### src/rtl/rotation_amount_finder_if.sv
// Search request/result bundle for the rotation amount finder.
// master drives the request and the slave reports busy/done and the decoded rotation.
interface rotation_amount_finder_if #(
  parameter int WIDTH = 8,
  parameter int AMT_W = 3
);
  logic             start;
  logic [WIDTH-1:0] ref_in;
  logic [WIDTH-1:0] rot_in;
  logic             busy;
  logic             done;
  logic             found;
  logic             lr;
  logic [AMT_W-1:0] amount;

  modport master (
    output start, ref_in, rot_in,
    input  busy, done, found, lr, amount
  );

  modport slave (
    input  start, ref_in, rot_in,
    output busy, done, found, lr, amount
  );
endinterface

### src/rtl/rotation_amount_finder.sv
// Recovers the rotation (direction, amount) that maps ref_in onto rot_in, one candidate per clock.
// Latency k+1 cycles to done (max WIDTH); start is only sampled in IDLE, no queueing.
module rotation_amount_finder #(
  parameter int WIDTH = 8,
  parameter int AMT_W = 3
) (
  input logic                     clk,
  input logic                     rst_n,
  rotation_amount_finder_if.slave bus
);

  typedef enum logic [1:0] {IDLE, SEARCH, DONE} state_t;

  localparam logic [AMT_W-1:0] K_LAST = AMT_W'(WIDTH - 1);
  localparam logic [AMT_W-1:0] HALF   = AMT_W'(WIDTH / 2);
  localparam logic [AMT_W-1:0] ZERO   = '0;
  localparam logic [AMT_W-1:0] ONE    = AMT_W'(1);

  state_t           state;
  state_t           state_nxt;
  logic [WIDTH-1:0] sr;
  logic [WIDTH-1:0] tgt;
  logic [AMT_W-1:0] k;
  logic             match;
  logic             last;
  logic             res_found;
  logic             res_lr;
  logic [AMT_W-1:0] res_amount;

  assign match = (sr == tgt);
  assign last  = (k == K_LAST);

  always_ff @(posedge clk or negedge rst_n) begin
    if (!rst_n) state <= IDLE;
    else        state <= state_nxt;
  end

  always_comb begin
    state_nxt = state;
    case (state)
      IDLE:    if (bus.start) state_nxt = SEARCH;
      SEARCH:  if (match || last) state_nxt = DONE;
      DONE:    state_nxt = IDLE;
      default: state_nxt = IDLE;
    endcase
  end

  always_comb begin
    bus.busy = 1'b0;
    bus.done = 1'b0;
    case (state)
      SEARCH:  bus.busy = 1'b1;
      DONE: begin
        bus.busy = 1'b1;
        bus.done = 1'b1;
      end
      default: ;
    endcase
  end

  // sr walks through left rotations of ref; k is the rotation currently held in sr.
  always_ff @(posedge clk or negedge rst_n) begin
    if (!rst_n) begin
      sr         <= '0;
      tgt        <= '0;
      k          <= '0;
      res_found  <= 1'b0;
      res_lr     <= 1'b0;
      res_amount <= '0;
    end else begin
      case (state)
        IDLE: begin
          if (bus.start) begin
            sr  <= bus.ref_in;
            tgt <= bus.rot_in;
            k   <= '0;
          end
        end
        SEARCH: begin
          if (match) begin
            res_found <= 1'b1;
            // Up to half a turn reads as left; beyond that the shorter right rotation is reported.
            if (k <= HALF) begin
              res_lr     <= 1'b1;
              res_amount <= k;
            end else begin
              res_lr     <= 1'b0;
              res_amount <= ZERO - k;
            end
          end else if (last) begin
            res_found  <= 1'b0;
            res_lr     <= 1'b0;
            res_amount <= '0;
          end else begin
            sr <= {sr[WIDTH-2:0], sr[WIDTH-1]};
            k  <= k + ONE;
          end
        end
        default: ;
      endcase
    end
  end

  assign bus.found  = res_found;
  assign bus.lr     = res_lr;
  assign bus.amount = res_amount;

endmodule

### src/flat_wrapper.sv
// flat-port wrapper written by rule: the top's interface ports become plain ports
module rotation_amount_finder_flat 
#(
  parameter int WIDTH = 8,
  parameter int AMT_W = 3
)
  (clk, rst_n, bus_start, bus_ref_in, bus_rot_in, bus_busy, bus_done, bus_found, bus_lr, bus_amount);
  rotation_amount_finder_if #(.WIDTH(WIDTH), .AMT_W(AMT_W)) bus_i ();
  input logic clk;
  input logic rst_n;
  input wire logic [$bits(bus_i.start)-1:0] bus_start;
  input wire logic [$bits(bus_i.ref_in)-1:0] bus_ref_in;
  input wire logic [$bits(bus_i.rot_in)-1:0] bus_rot_in;
  output wire logic [$bits(bus_i.busy)-1:0] bus_busy;
  output wire logic [$bits(bus_i.done)-1:0] bus_done;
  output wire logic [$bits(bus_i.found)-1:0] bus_found;
  output wire logic [$bits(bus_i.lr)-1:0] bus_lr;
  output wire logic [$bits(bus_i.amount)-1:0] bus_amount;
  assign bus_i.start = bus_start;
  assign bus_i.ref_in = bus_ref_in;
  assign bus_i.rot_in = bus_rot_in;
  assign bus_busy = bus_i.busy;
  assign bus_done = bus_i.done;
  assign bus_found = bus_i.found;
  assign bus_lr = bus_i.lr;
  assign bus_amount = bus_i.amount;
  rotation_amount_finder #(.WIDTH(WIDTH), .AMT_W(AMT_W)) u_core (.clk(clk), .rst_n(rst_n), .bus(bus_i));
endmodule
### config.mk
export PLATFORM = sky130hd
export DESIGN_NAME = rotation_amount_finder_flat
export DESIGN_NICKNAME = d
export VERILOG_FILES = /design/src/rtl/rotation_amount_finder_if.sv /design/src/rtl/rotation_amount_finder.sv /design/src/flat_wrapper.sv
export SDC_FILE = /design/constraint.sdc
export NUM_CORES = 1
export LEC_CHECK = 0
export ABC_CLOCK_PERIOD_IN_PS = 4500
export CAP_MARGIN = 20
export CORE_ASPECT_RATIO = 0.7
export CORE_UTILIZATION = 35
export DETAILED_ROUTE_END_ITERATION = 8
export HOLD_SLACK_MARGIN = 0.1
export PLACE_DENSITY = 0.6
export SYNTH_ARGS = -nofsm -noshare
export SYNTH_HDL_FRONTEND = slang
export SYNTH_SLANG_ARGS = --single-unit
### constraint.sdc
create_clock -name clk -period 4.5 [get_ports clk]
set_input_delay 0.9 -clock clk [delete_from_list [all_inputs] [get_ports clk]]
set_output_delay 0.9 -clock clk [all_outputs]
set_load 0.05 [all_outputs]
# Yosys cells after proc, flatten, opt, wreduce, memory -nomap -nowiden

Index checks and enable logic that the tools add are counted.

Add/subtract/negate cells: 2
Multiply operators: 0
Divide/modulo/power cells: 0
Order comparisons: 1
Equality and inequality tests: 8
Shifts and indexed selects: 0
Muxes and demuxes: 20
Bitwise logic cells: 0
Reduce and logical (&&, ||, !) cells: 9

Operators by type and width:

| kind                                                                  | count |
|---|---|
| 8-bit 2-to-1 mux                                                      | 3 |
| 3-bit 2-to-1 mux                                                      | 6 |
| 8-bit one-hot mux with 2 select lines                                 | 1 |
| 8-bit equality test                                                   | 1 |
| 1-bit 2-to-1 mux                                                      | 6 |
| 2-bit != test, second input constant                                  | 3 |
| 3-bit one-hot mux with 2 select lines                                 | 1 |
| 2-bit AND reduction                                                   | 3 |
| 2-bit 2-to-1 mux                                                      | 2 |
| 2-bit one-hot mux with 2 select lines                                 | 1 |
| 4-bit AND reduction                                                   | 1 |
| 2-bit nonzero test                                                    | 2 |
| 3-bit by 1-bit adder with 3-bit output, second input constant         | 1 |
| 3-bit equality test, second input constant                            | 1 |
| 3-bit less-or-equal comparator, second input constant                 | 1 |
| 1-bit by 3-bit subtractor with 3-bit output, first input constant     | 1 |
| 2-bit by 1-bit equality test with 1-bit output, second input constant | 1 |
| 2-bit equality test, second input constant                            | 1 |
| 2-bit logical NOT                                                     | 1 |
| 2-bit by 1-bit != test with 1-bit output, second input constant       | 1 |
| 2-bit OR reduction                                                    | 1 |
| 1-bit logical OR                                                      | 1 |

Register bits: 26
Latch bits: 0
Bits in writable memories: 0
ROM bits: 0
Output and inout port bits: 7
Logic and storage cells: 47
Memories: 0

# Longest topological paths before layout

Depth after elaboration: 4
Mapped depth: 7

# Worst setup path after synthesis

Ideal clock, no wire load.

Kind: register -> output
Start: register u_core.state[1]
End: output bus_busy
Arrival time: 0.978 ns
Required time: 3.600 ns
Path slack: 2.622 ns
Stages on the path, launching flop included: 3
Buffers on the path: 0
Path through: dfrtp_1 > inv_1 > ha_1

Word-level cells in the longest chain between the ends: 3
Elaborated cells on any way between the ends: 4
Those cells by class: eq/ne: 2; mux: 1; reduce/logical: 1

Ends and longest elaborated chain:

| what                                                                                         | line                         | text |
|---|---|---|
| from (decl)                                                                                  | rotation_amount_finder.sv:19 | `state_t state;` |
| from (signal assigned)                                                                       | rotation_amount_finder.sv:35 | `else state <= state_nxt;` |
| 2-bit by 1-bit equality test with 1-bit output / 2-bit equality test (equally long branches) | rotation_amount_finder.sv:51 | `case (state)` |
| 2-bit OR reduction (no source line) (*)                                                      | n/a                          |  |
| 1-bit 2-to-1 mux (*)                                                                         | rotation_amount_finder.sv:51 |  |
| to (decl)                                                                                    | flat_wrapper.sv:14           | `output wire logic [$bits(bus_i.busy)-1:0] bus_busy;` |

Every way passes the cells marked *; elsewhere a longest branch is shown, timed or not.

# Final worst setup path

Ends and elaborated chain as after synthesis.

==> metrics.txt <==
# TYPE chip_impl_metric gauge
chip_impl_info{name="outcome",value="finished clean"} 1
chip_impl_metric{name="p_sw_share",unit="%"} 44.37
chip_impl_metric{name="detail_route.vias_per_cell",unit=""} 5.290
chip_impl_info{name="startpoint_type",value="flop"} 1
chip_impl_metric{name="cts.sinks",unit=""} 26
chip_impl_metric{name="place_worst_setup_slack",unit="ps"} 1737
chip_impl_metric{name="cts_hold_repair.buffers",unit=""} 0
chip_impl_metric{name="via_count",unit=""} 1222
chip_impl_info{name="synth_top_flop_cell",value="dfrtp_1"} 1
chip_impl_info{name="crit_path_end_kind",value="primary output"} 1
chip_impl_metric{name="antenna_found_initial",unit=""} 0
chip_impl_metric{name="net-switching-power",unit="mW"} 0.4811
chip_impl_metric{name="design.portCount",unit=""} 26
chip_impl_metric{name="final_cell_area",unit="sq um"} 1842
chip_impl_info{name="setup_repair_after_global_routing_missed_its_margin",value="no"} 1
chip_impl_metric{name="drive_above_1_share",unit="%"} 8.939
chip_impl_metric{name="synth_top_cell_area_share",unit="%"} 42.73
chip_impl_metric{name="ctsResizeCount",unit=""} 0
chip_impl_metric{name="power.sequential.fraction",unit="%"} 35.9
chip_impl_metric{name="largest_net_degree_at_the_start_of_global_routing",unit=""} 22
chip_impl_metric{name="clock_tree.buffer_depth",unit=""} 2
chip_impl_metric{name="die_area",unit="sq um"} 4623
chip_impl_metric{name="dr.first_iter.drc_count",unit=""} 61
chip_impl_metric{name="final_core_utilization",unit="%"} 45.57
chip_impl_info{name="setup.worst_path.class",value="reg2out"} 1
chip_impl_metric{name="share_clk_of_total_power",unit="%"} 12.2
chip_impl_metric{name="synth_async_sr_flop_share",unit="%"} 100.0
chip_impl_metric{name="drt_drc_violations_left",unit=""} 0
chip_impl_info{name="synthTopCellsByArea",value="dfrtp_1 (43%), nand2_1 (7.1%), mux2_2 (5.9%)"} 1
chip_impl_metric{name="die-width",unit="um"} 80.84
chip_impl_metric{name="finClkSkew",unit="ps"} 7.557
chip_impl_metric{name="ctsHtreeMaxLevel",unit=""} 1
chip_impl_metric{name="grt_pass1_vias",unit=""} 1187
chip_impl_metric{name="synthesis.nets",unit=""} 185
chip_impl_metric{name="dp_hpwl",unit="mm"} 2.342
chip_impl_metric{name="maxCapViolations",unit=""} 0
chip_impl_info{name="hp_class",value="reg2reg"} 1
chip_impl_metric{name="clock_insertion_delay_worst_skew",unit="ps"} 270
chip_impl_info{name="worst_r2r_endpoint",value="u_core.sr[6]"} 1
chip_impl_metric{name="crit_fanout",unit=""} 4
chip_impl_metric{name="power.ir.vdd_worst",unit="uV"} 312.9
chip_impl_metric{name="p_leak",unit="nW"} 0.7070
chip_impl_metric{name="core_area",unit="sq um"} 4041
chip_impl_info{name="layout_common_cells",value="nand2_1 (29), dfrtp_1 (26), clkdlybuf4s50_1 (25), nor3_1 (10), o21ai_1 (9)"} 1
chip_impl_metric{name="netlist_area",unit="sq um"} 1523
chip_impl_metric{name="worstPathArrival",unit="ps"} 1840
chip_impl_metric{name="yosys_register_bits",unit=""} 26
chip_impl_metric{name="setup-tns-final",unit="ps"} 0
chip_impl_metric{name="diodes",unit=""} 0
chip_impl_metric{name="synth_sequential_area_ratio",unit="%"} 42.73
chip_impl_metric{name="ant_nets",unit=""} 0
chip_impl_metric{name="max_slew.worst_pin.slew",unit="ps"} 884.9
chip_impl_metric{name="worst_slew_margin_relative_to_its_limit",unit="%"} 39.84
chip_impl_metric{name="io_buffers",unit=""} 25
chip_impl_metric{name="crit_required",unit="ps"} 3600
chip_impl_metric{name="timing.final.crit_share",unit="%"} 60.86
chip_impl_metric{name="reg2reg_depth",unit=""} 6
chip_impl_metric{name="reg2reg_slack",unit="ps"} 2110
chip_impl_metric{name="place.gp.congestion",unit=""} 0.7578
chip_impl_metric{name="post-route-worst-setup-slack",unit="ps"} 1761
chip_impl_metric{name="p_per_area",unit="nW/um^2"} 588.7
chip_impl_metric{name="routed_wire_length_per_instance",unit="um"} 14.25
chip_impl_metric{name="synth_edf_count",unit=""} 0
chip_impl_metric{name="period_needed",unit="ps"} 2739
chip_impl_info{name="timing.rr.start",value="u_core.state[1]"} 1
chip_impl_metric{name="hold_slack",unit="ps"} 524.1
chip_impl_metric{name="placement_rows",unit=""} 19
chip_impl_metric{name="finalSetupViolCount",unit=""} 0
chip_impl_metric{name="tritoncts.num_buffers",unit=""} 3
chip_impl_info{name="clock-root-buffer",value="clkbuf_8"} 1
chip_impl_metric{name="synth.lib_cells_used.distinct",unit=""} 29
chip_impl_metric{name="worst_setup_hold_path_clk_slew",unit="ps"} 90
chip_impl_metric{name="groute.usage.overall",unit="%"} 16.06
chip_impl_metric{name="die-height",unit="um"} 57.19
chip_impl_metric{name="syn_inst",unit=""} 159
chip_impl_metric{name="synthesis.yosys.warnings",unit=""} 0
chip_impl_metric{name="n_fill_cell",unit=""} 407
chip_impl_info{name="layout.cells.most_common",value="nand2_1"} 1
chip_impl_metric{name="finalHoldViolations",unit=""} 0
chip_impl_metric{name="cts_post_setup_buffers_inserted",unit=""} 0
chip_impl_metric{name="timing.hold.worst_path_depth",unit=""} 2
chip_impl_metric{name="dr.pass1.iters",unit=""} 4
chip_impl_info{name="timing.hold.worst_endpoint",value="u_core.bus.found"} 1
chip_impl_info{name="netlist.top_cell.by_area",value="dfrtp_1"} 1
chip_impl_metric{name="grt_overflow_total",unit=""} 0
chip_impl_info{name="tritoncts",value="built"} 1
chip_impl_metric{name="number_of_nets_in_the_final_layout",unit=""} 207
chip_impl_metric{name="flow.area_growth_from_synthesis",unit="%"} 20.95
chip_impl_metric{name="place_area",unit="sq um"} 1800
chip_impl_metric{name="grt_pass1_wl",unit="mm"} 5.678
chip_impl_metric{name="finalMaxSlewViolations",unit=""} 0
chip_impl_metric{name="internal_power",unit="mW"} 0.6032
chip_impl_metric{name="start_util",unit="%"} 37.68
chip_impl_metric{name="route.final.wire_length",unit="mm"} 3.291
chip_impl_metric{name="synth_area_per_cell",unit="sq um"} 9.577
chip_impl_info{name="worst_hold_startpoint",value="u_core.bus.found"} 1
chip_impl_metric{name="combinationalPowerShare",unit="%"} 51.9
chip_impl_metric{name="fmax",unit="MHz"} 365.2
-- how the worst max path moves through the flow --
stage / cells past startpoint / startpoint / to / slack, ps
global route: 3 / u_core.state[1] / bus_busy / 1670
detailed placement: 5 / bus_start / u_core.sr[0] / 1740
global placement: 5 / bus_start / u_core.sr[1] / 1820
finish: 3 / u_core.state[1] / bus_busy / 1760
CTS: 3 / u_core.state[1] / bus_busy / 1750
floorplan: 2 / u_core.state[1] / bus_busy / 2620
-- cell type report --
| cell class | count | area [sq um] | area share (%) |
|---|---|---|---|
| multi-input combinational | 117 | 800.8 | 43.48 |
| sequential | 26 | 650.6 | 35.33 |
| inverter | 7 | 26.28 | 1.427 |
| tap | 52 | 65.06 | 3.533 |
| clock buffer | 3 | 41.29 | 2.242 |
| timing repair buffer | 26 | 257.7 | 13.99 |
-- synthesized netlist by cell type (4+ instances only) --
| master | n |
|---|---|
| a221o_1 | 4 |
| nand2_1 | 29 |
| o221ai_1 | 8 |
| inv_1 | 7 |
| o21ai_1 | 9 |
| nor3_1 | 10 |
| xnor2_1 | 8 |
| nor2b_1 | 5 |
| nor2_1 | 4 |
| dfrtp_1 | 26 |
| clkbuf_1 | 5 |
| ha_1 | 7 |
| mux2_2 | 8 |
-- registers in the layout (all words and copies together) (netlist names) --
register           count
u_core.k               3
u_core.state           2
u_core.tgt             8
u_core.sr              8
u_core.bus.found       1
u_core.bus.lr          1
u_core.bus.amount      3
-- cells by family (layout without fill, tap and decap cells) --
group           Yosys count  in the layout  share of synthesized area [%]
compound gates           33             33                          16.10
simple gates             59             59                          18.65
flops                    26             26                          42.73
fa+ha+maj                 7              7                          5.752
mux                      10             10                          7.477
xor+xnor                  8              8                          4.602
buf+inv                  16             36                          4.684
-- layer usage --
metal	global-route usage, %	routed length [um]
met1	22.86	1701
met2	24.25	1448
met3	4.000	118
met4	4.337	23
met5	0	0
-- power by group through the flow --
| stage | Clock, mW | Sequential, mW | Combinational [mW] |
|---|---|---|---|
| after global placement | 0 | 0.392 | 0.548 |
| after CTS | 0.140 | 0.390 | 0.565 |
| after detailed placement | 0 | 0.395 | 0.564 |
| after global routing | 0.145 | 0.402 | 0.628 |
| after floorplan | 0 | 0.396 | 0.435 |
| final | 0.132 | 0.389 | 0.563 |
-- metrics by stage --
| stage | power [mW] | cells |
|---|---|---|
| 6_report | 1.084 | 231 |
| 5_1_grt | 1.174 | 231 |
| 4_1_cts | 1.095 | 231 |
| 3_5_place_dp | 0.9594 | 228 |
| 3_3_place_gp | 0.9396 | 228 |
| 2_1_floorplan | 0.8317 | 159 |
-- worst max-delay path, stage by stage (launching register included) --
cell and delay, ps:
dfrtp_1 410, inv_1 100, ha_1 280, clkdlybuf4s50_1 790
No activity file was read; power rests on OpenSTA's default activity.
